File: src/rtl/hex_segment_encoder_if.sv
// Handshake bundle for the segment-pattern encoder: pattern in, buffered digit out.
// The encoder takes the slave modport; the producer/consumer side takes master.
interface hex_segment_encoder_if #(
  parameter int AW = 3
);
  logic [6:0]  seg_in;
  logic        seg_valid;
  logic        seg_ready;
  logic [3:0]  out_digit;
  logic        out_err;
  logic        out_valid;
  logic        out_ready;
  logic [AW:0] level;
  logic [7:0]  err_count;

  modport slave (
    input  seg_in, seg_valid, out_ready,
    output seg_ready, out_digit, out_err, out_valid, level, err_count
  );

  modport master (
    output seg_in, seg_valid, out_ready,
    input  seg_ready, out_digit, out_err, out_valid, level, err_count
  );
endinterface

File: src/rtl/hex_segment_encoder.sv
// Encodes active-low 7-seg patterns to hex digits into a DEPTH-entry FIFO; stored at the accept edge,
// visible after it. seg_ready = ~full (no pass-through when full); head holds while out_ready is low.
module hex_segment_encoder #(
  parameter int DEPTH    = 8,
  parameter int AW       = 3,
  parameter bit DROP_ERR = 1'b0
) (
  input  logic                 clk,
  input  logic                 resetn,
  hex_segment_encoder_if.slave bus
);
  localparam logic [AW:0] FULL_LVL = (AW+1)'(DEPTH);

  if (DEPTH != (1 << AW) || DEPTH < 2 || DEPTH > 16) begin : g_bad_param
    $error("hex_segment_encoder: DEPTH must be a power of two in 2..16 and equal 2**AW");
  end

  logic [4:0]    mem_q [DEPTH];
  logic [AW-1:0] wptr_q, wptr_d;
  logic [AW-1:0] rptr_q, rptr_d;
  logic [AW:0]   level_q, level_d;
  logic [7:0]    err_q, err_d;

  logic [3:0] enc_digit;
  logic       enc_err;
  logic       push_ok, push_wr, pop;

  always_comb begin
    enc_digit = 4'h0;
    enc_err   = 1'b0;
    unique case (bus.seg_in)
      7'h40: enc_digit = 4'h0;
      7'h79: enc_digit = 4'h1;
      7'h24: enc_digit = 4'h2;
      7'h30: enc_digit = 4'h3;
      7'h19: enc_digit = 4'h4;
      7'h12: enc_digit = 4'h5;
      7'h02: enc_digit = 4'h6;
      7'h78: enc_digit = 4'h7;
      7'h00: enc_digit = 4'h8;
      7'h10: enc_digit = 4'h9;
      7'h08: enc_digit = 4'hA;
      7'h03: enc_digit = 4'hB;
      7'h46: enc_digit = 4'hC;
      7'h21: enc_digit = 4'hD;
      7'h06: enc_digit = 4'hE;
      7'h0E: enc_digit = 4'hF;
      default: enc_err = 1'b1;
    endcase
  end

  assign bus.seg_ready = (level_q != FULL_LVL);
  assign bus.out_valid = (level_q != '0);

  assign push_ok = bus.seg_valid & bus.seg_ready;
  // A dropped invalid pattern still counts as accepted for err_count.
  assign push_wr = push_ok & (~enc_err | ~DROP_ERR);
  assign pop     = bus.out_valid & bus.out_ready;

  always_comb begin
    wptr_d  = wptr_q;
    rptr_d  = rptr_q;
    level_d = level_q;
    err_d   = err_q;
    if (push_wr) wptr_d = wptr_q + AW'(1);
    if (pop)     rptr_d = rptr_q + AW'(1);
    if (push_wr && !pop)      level_d = level_q + (AW+1)'(1);
    else if (!push_wr && pop) level_d = level_q - (AW+1)'(1);
    if (push_ok && enc_err && err_q != 8'hFF) err_d = err_q + 8'd1;
  end

  always_ff @(posedge clk or negedge resetn) begin
    if (!resetn) begin
      wptr_q  <= '0;
      rptr_q  <= '0;
      level_q <= '0;
      err_q   <= '0;
    end else begin
      wptr_q  <= wptr_d;
      rptr_q  <= rptr_d;
      level_q <= level_d;
      err_q   <= err_d;
    end
  end

  always_ff @(posedge clk) begin
    if (push_wr) mem_q[wptr_q] <= {enc_err, enc_digit};
  end

  // Storage is not reset, so the head is masked to zero whenever the FIFO is empty.
  assign bus.out_digit = bus.out_valid ? mem_q[rptr_q][3:0] : 4'h0;
  assign bus.out_err   = bus.out_valid & mem_q[rptr_q][4];
  assign bus.level     = level_q;
  assign bus.err_count = err_q;
endmodule

File: src/flat_wrapper.sv
// flat-port wrapper written by rule: the top's interface ports become plain ports
module hex_segment_encoder_flat 
#(
  parameter int DEPTH    = 8,
  parameter int AW       = 3,
  parameter bit DROP_ERR = 1'b0
)
  (clk, resetn, bus_seg_in, bus_seg_valid, bus_out_ready, bus_seg_ready, bus_out_digit, bus_out_err, bus_out_valid, bus_level, bus_err_count);
  hex_segment_encoder_if #(.AW(AW)) bus_i ();
  input  logic clk;
  input  logic resetn;
  input wire logic [$bits(bus_i.seg_in)-1:0] bus_seg_in;
  input wire logic [$bits(bus_i.seg_valid)-1:0] bus_seg_valid;
  input wire logic [$bits(bus_i.out_ready)-1:0] bus_out_ready;
  output wire logic [$bits(bus_i.seg_ready)-1:0] bus_seg_ready;
  output wire logic [$bits(bus_i.out_digit)-1:0] bus_out_digit;
  output wire logic [$bits(bus_i.out_err)-1:0] bus_out_err;
  output wire logic [$bits(bus_i.out_valid)-1:0] bus_out_valid;
  output wire logic [$bits(bus_i.level)-1:0] bus_level;
  output wire logic [$bits(bus_i.err_count)-1:0] bus_err_count;
  assign bus_i.seg_in = bus_seg_in;
  assign bus_i.seg_valid = bus_seg_valid;
  assign bus_i.out_ready = bus_out_ready;
  assign bus_seg_ready = bus_i.seg_ready;
  assign bus_out_digit = bus_i.out_digit;
  assign bus_out_err = bus_i.out_err;
  assign bus_out_valid = bus_i.out_valid;
  assign bus_level = bus_i.level;
  assign bus_err_count = bus_i.err_count;
  hex_segment_encoder #(.DEPTH(DEPTH), .AW(AW), .DROP_ERR(DROP_ERR)) u_core (.clk(clk), .resetn(resetn), .bus(bus_i));
endmodule
File: config.mk
export PLATFORM = sky130hd
export DESIGN_NAME = hex_segment_encoder_flat
export DESIGN_NICKNAME = d
export VERILOG_FILES = /design/src/rtl/hex_segment_encoder_if.sv /design/src/rtl/hex_segment_encoder.sv /design/src/flat_wrapper.sv
export SDC_FILE = /design/constraint.sdc
export NUM_CORES = 1
export LEC_CHECK = 0
export ABC_CLOCK_PERIOD_IN_PS = 4700
export CORE_MARGIN = 1.5
export CORE_UTILIZATION = 50
export CTS_CLUSTER_DIAMETER = 40
export CTS_CLUSTER_SIZE = 30
export DETAILED_ROUTE_END_ITERATION = 16
export DONT_BUFFER_PORTS = 1
export PLACE_DENSITY = 0.76
export SLEW_MARGIN = 20
export SYNTH_ARGS = -nofsm -noshare
export SYNTH_HDL_FRONTEND = slang
export SYNTH_SLANG_ARGS = --single-unit
File: constraint.sdc
create_clock -name clk -period 4.7 [get_ports clk]
set_input_delay 0.705 -clock clk [delete_from_list [all_inputs] [get_ports clk]]
set_output_delay 0.705 -clock clk [all_outputs]
set_load 0.01 [all_outputs]
---- Word level (Yosys, flattened, before mapping) ----
Memory sizes are Yosys's and may differ from the RTL's.
Cells that the tools add are included.
word-level totals
  bits in writable memories ............... 40
  logic and storage cells ................. 47
  input bits .............................. 11
  memories kept ........................... 1
  flip-flop bits (word level) ............. 18
  output and inout port bits .............. 19
memories
  name          words  width  rd ports  clocked after Yosys merged registers in  wr ports  line                       RTL
  u_core.mem_q  8      5      1         0                                        1         hex_segment_encoder.sv:18  logic [4:0] mem_q [DEPTH];
operators by class
  equality and inequality tests ........... 17
  reduce and logical (&&, ||, !) cells .... 10
  bitwise operators ....................... 3
  muxes and demuxes ....................... 7
  add/subtract/negate cells ............... 5
operators by type and width
  operator                                              number
  case mux 4 bit (15 select lines)                      1
  equality test 7 bit (second input constant)           4
  equality test 7 x 5 -> 1 bit (second input constant)  3
  equality test 7 x 6 -> 1 bit (second input constant)  3
  OR reduction 16 bit                                   1
  equality test 7 x 2 -> 1 bit (second input constant)  2
  equality test 7 x 4 -> 1 bit (second input constant)  2
  two-way mux 4 bit                                     3
  adder 8 x 1 -> 8 bit (second input constant)          1
  != test 8 bit (second input constant)                 1
  equality test 7 x 3 -> 1 bit (second input constant)  1
  zero test 7 bit                                       1
  adder 3 x 1 -> 3 bit (second input constant)          2
  adder 4 x 1 -> 4 bit (second input constant)          1
  logical AND 1 bit                                     4
  != test 4 bit (second input constant)                 1
  nonzero test 4 bit                                    1
  subtractor 4 x 1 -> 4 bit (second input constant)     1
  AND 1 bit                                             3
  two-way mux 1 bit                                     3
  zero test 1 bit                                       2
  nonzero test 2 bit                                    1

---- Depth between registers and ports, before layout ----
  depth after elaboration ................. 6
  mapped depth ............................ 12
  mapped depth without buffers ............ 12

---- Worst setup path before layout ----
No wires, ideal clock.
  path type ............................... register to register
  start point ............................. register u_core.level_q[0], in the netlist u_core.bus.level[0]
  end point ............................... register u_core.level_q[3], in the netlist u_core.bus.level[3]
  setup time .............................. 0.127 ns
  arrival ................................. 2.586 ns
  data required time ...................... 4.573 ns
  clock period less this slack ............ 2.714 ns
  stages on the path, launching flop included .. 12
  setup slack ............................. 1.986 ns
  cells stage by stage .................... dfrtp_1 nor4_1 inv_1 nand2_1 ha_1 inv_1 ha_1 a21o_1 a21oi_1 xnor2_1 nor2_1 xor2_1
between the ends
  longest elaborated chain between the ends .. 5
  elaborated cells between the ends (all ways) .. 13
  those cells by class .................... add/sub (2); eq/ne (1); mux (2); bitwise (2); reduce/logical (6)
ends and longest elaborated chain
  what                                                            line                       RTL
  start, declared                                                 hex_segment_encoder.sv:21  logic [AW:0] level_q, level_d;
  start signal, assigned                                          hex_segment_encoder.sv:81  level_q <= level_d;
  nonzero test 4 bit *                                            hex_segment_encoder.sv:53  assign bus.out_valid = (level_q != '0);
  net bus_out_valid                                               flat_wrapper.sv:18         output wire logic [$bits(bus_i.out_valid)-1:0] bus_out_valid;
  AND 1 bit *                                                     hex_segment_encoder.sv:58  assign pop = bus.out_valid & bus.out_ready;
  zero test 1 bit                                                 hex_segment_encoder.sv:67  if (push_wr && !pop) level_d = level_q + (AW+1)'(1);
  logical AND 1 bit                                               hex_segment_encoder.sv:67
  two-way mux 4 bit / nonzero test 2 bit (equally long branches)  n/a
The timed path passes the listed nets; every way through them passes the cells marked *. The select of a mux whose other input is x is not followed.
A chain may end at the register's enable or synchronous reset.

---- Worst setup path after layout ----
Same ends and word-level chain as after synthesis.

==> impl_metrics.py <==
metrics = {
    "status": {
        "status": "complete, no violations",
    },
    "timing": {
        "slew_viol_final": 0,
        "hold_violations": 0,
        "rsz0062_at_grt": "false",
        "finalWorstSetupSlack_ns": 1.53,
        "setup_viol": 0,
        "finalCriticalPeriod_ns": 3.17,
        "fin_setup_tns_ns": 0,
        "hold_ws_ns": 0.0619,
        "slew_headroom_pct": 35.2,
        "worst_pin_slew_ns": 0.963,
        "clock_skew_ns": 0.0109,
        "clock.fmax_mhz": 316,
        "period_share_pct": 67.4,
    },
    "power": {
        "pwr-share-clk_pct": 23.2,
        "p_int_w": 0.00119,
        "powerDensity_nw_per_um2": 572,
        "p_leak_nw": 1.13,
        "power_switching_w": 0.000615,
        "p_seq_share_pct": 48.8,
        "netSwitchingFraction_pct": 34.1,
        "comb_power_share_pct": 27.9,
        "irDropWorstVdd_mv": 0.365,
    },
    "clock_tree": {
        "cts_resized": 0,
        "clkLatencyLatePin_ns": 0.33,
        "cts_tree": "built",
        "holdBufCountCts": 0,
        "cts_sinks": 58,
        "cts_root_buf": "clkbuf_8",
        "cts_post_setup_buffers_inserted": 0,
        "numCtsBuffers": 9,
        "cts.path.max_buffers": 2,
        "cts_max_level": 3,
        "path_clk_slew_ns": 0.07,
    },
    "floorplan": {
        "die_w_um": 79.4,
        "die_h_um": 79.4,
        "core_area_um2": 5570,
        "rows": 27,
        "fp.dieArea_um2": 6310,
        "ioPinCount": 30,
        "start_util_pct": 52.4,
    },
    "critical_path": {
        "worst_ep_required_time_ns": 4.92,
        "end_kind": "flip-flop",
        "crit_path_start_kind": "flip-flop",
        "crit_fanout": 6,
        "criticalPathCategory": "reg2reg",
        "cp.arrival_ns": 3.38,
    },
    "yosys": {
        "synth_warnings": 0,
        "ys_types": 54,
        "yosys.area.top_type": "edfxtp_1",
        "synthCells": 212,
        "ys_ff_latch": 58,
        "synth_top_flop_cell": "edfxtp_1",
        "syn_area_per_cell_um2": 13.8,
        "synth_seq_area_share_pct": 56.6,
        "synth_nets": 230,
        "ys_top_cells_by_area": "edfxtp_1 (41%), dfrtp_1 (15%), mux4_2 (7.7%)",
        "synth_top_area_share_pct": 41.1,
        "ys_async_sr_fraction_pct": 31.0,
        "synth_edf_count": 40,
        "synth_commonest_cells": "edfxtp_1 (40), dfrtp_1 (18), nor2_1 (15)",
        "syn-cell-area_um2": 2920,
        "yosysMostFrequentCell": "edfxtp_1",
    },
    "placed_design": {
        "preCtsSetupSlack_ns": 1.47,
        "port-buffer-count": 0,
        "gp_congestion": 0.778,
        "dp.cells": 274,
        "post-dp-hpwl_um": 3410,
        "dpl-instance-area_um2": 2960,
    },
    "global_route": {
        "antenna_found_initial": 0,
        "grt_max_degree": 19,
        "grt_first_pass_wirelength_um": 8020,
        "grt_usage_pct": 17.1,
        "grt_pass1_vias": 1676,
        "gr-total-overflow": 0,
    },
    "layout": {
        "syn_to_final_growth_pct": 7.97,
        "layout.cells.non_filler": 290,
        "design_area_um2": 3150,
        "drive_gt1_share_pct": 19.7,
        "nets": 231,
        "diodes": 0,
    },
    "drt": {
        "wl_per_cell_um": 16.4,
        "viasPerCell": 5.87,
        "drtIter0Drc": 82,
        "totalWireLength_um": 4750,
        "drtPass1Iterations": 4,
        "vias": 1701,
        "ant_nets": 0,
        "drc": 0,
    },
    "worst_hold_path": {
        "hp-class": "in2async",
    },
    "job": {
        "drv_cap": 0,
    },
}
==> cell type report <==
class	count	area [um^2]
Multi-Input combinational cell	137	1190
Tap cell	72	90.1
Fill cell	440	2420
Clock inverter	4	23.8
Inverter	7	26.3
Clock buffer	12	166
Sequential cell	58	1650
==> power groups by stage <==
| stage | sequential (W) | combinational [W] | clock, W |
|---|---|---|---|
| after floorplan | 0.000808 | 0.000485 | 0 |
| after global placement | 0.000886 | 0.000490 | 0 |
| after detailed placement | 0.000893 | 0.000506 | 0 |
| after CTS | 0.000883 | 0.000509 | 0.000429 |
| after global routing | 0.000908 | 0.000566 | 0.000452 |
| final | 0.000880 | 0.000503 | 0.000419 |
==> worst paths after layout <==
| check | from | cells after the start | to | slack, ns |
|---|---|---|---|---|
| max | u_core.bus.level[0] | 11 | u_core.bus.level[3] | 1.53 |
| min | resetn | 0 | u_core.wptr_q[2] | 0.06 |
| max reg2reg | u_core.bus.level[0] | 11 | u_core.bus.level[3] | 1.53 |
| min reg2reg | u_core.bus.err_count[3] | 1 | u_core.bus.err_count[3] | 0.58 |
| max in group asynchronous | resetn | 0 | u_core.wptr_q[1] | 4.56 |
| min in group clk | bus_out_ready | 2 | u_core.rptr_q[2] | 0.55 |
==> layout by cell type (no fill, tap or decap), drive strengths merged, types with 2 or more instances in the layout <==
master   instances
nor2            16
and3             2
nand2b           4
and3b            2
or4b             2
a2111oi          2
nor3             9
mux4            10
nor4             8
inv              6
o21ai            4
ha               6
clkbuf          12
dfrtp           18
or3              3
mux2             5
and4             2
mux2i            6
edfxtp          40
clkinv           5
a32oi            2
xor2             7
a21oi            2
nor4b            2
xnor2            7
nand3            6
nand2           14
==> routing by layer <==
metal	up-vias	part of all wire, %	global-route usage [%]
li1	812	-	-
met1	839	45	21.2
met2	44	49	27.5
met3	6	5.0	6.40
met4	0	1.4	5.79
met5	-	0	0
==> registers in the layout, indices dropped and copies added (netlist names) <==
signal	flops
u_core.bus.err_count	8
u_core.bus.level	4
u_core.mem_q	40
u_core.rptr_q	3
u_core.wptr_q	3
==> per-stage QoR <==
| stage | power (W) | util [%] |
|---|---|---|
| floorplan | 0.00129 | - |
| global placement | 0.00138 | 53.0 |
| detailed placement | 0.00140 | 53.0 |
| CTS | 0.00182 | 56.5 |
| global route | 0.00193 | 56.6 |
| finish | 0.00180 | 56.6 |
==> critical path, stage by stage, from the launching register on <==
cell and delay [ns]:
dfrtp_1 0.49, nor4_1 0.83, inv_1 0.26, nand2_1 0.22, ha_1 0.20, inv_1 0.09, ha_1 0.27, a21o_1 0.17
a21oi_1 0.17, xnor2_1 0.14, nor2_1 0.07, xor2_1 0.14
==> logic make-up (layout without fill, tap and decap cells) <==
kind of cell | count (synthesis) | in the layout | synth area share, %
simple gates | 78 | 78 | 15.4
flops | 58 | 58 | 56.6
mux | 21 | 21 | 11.8
compound gates | 17 | 17 | 6.04
buf+inv | 17 | 23 | 2.74
xor+xnor | 14 | 14 | 4.20
fa+ha+maj | 7 | 7 | 3.26
No activity file was read; power rests on OpenSTA's default activity.
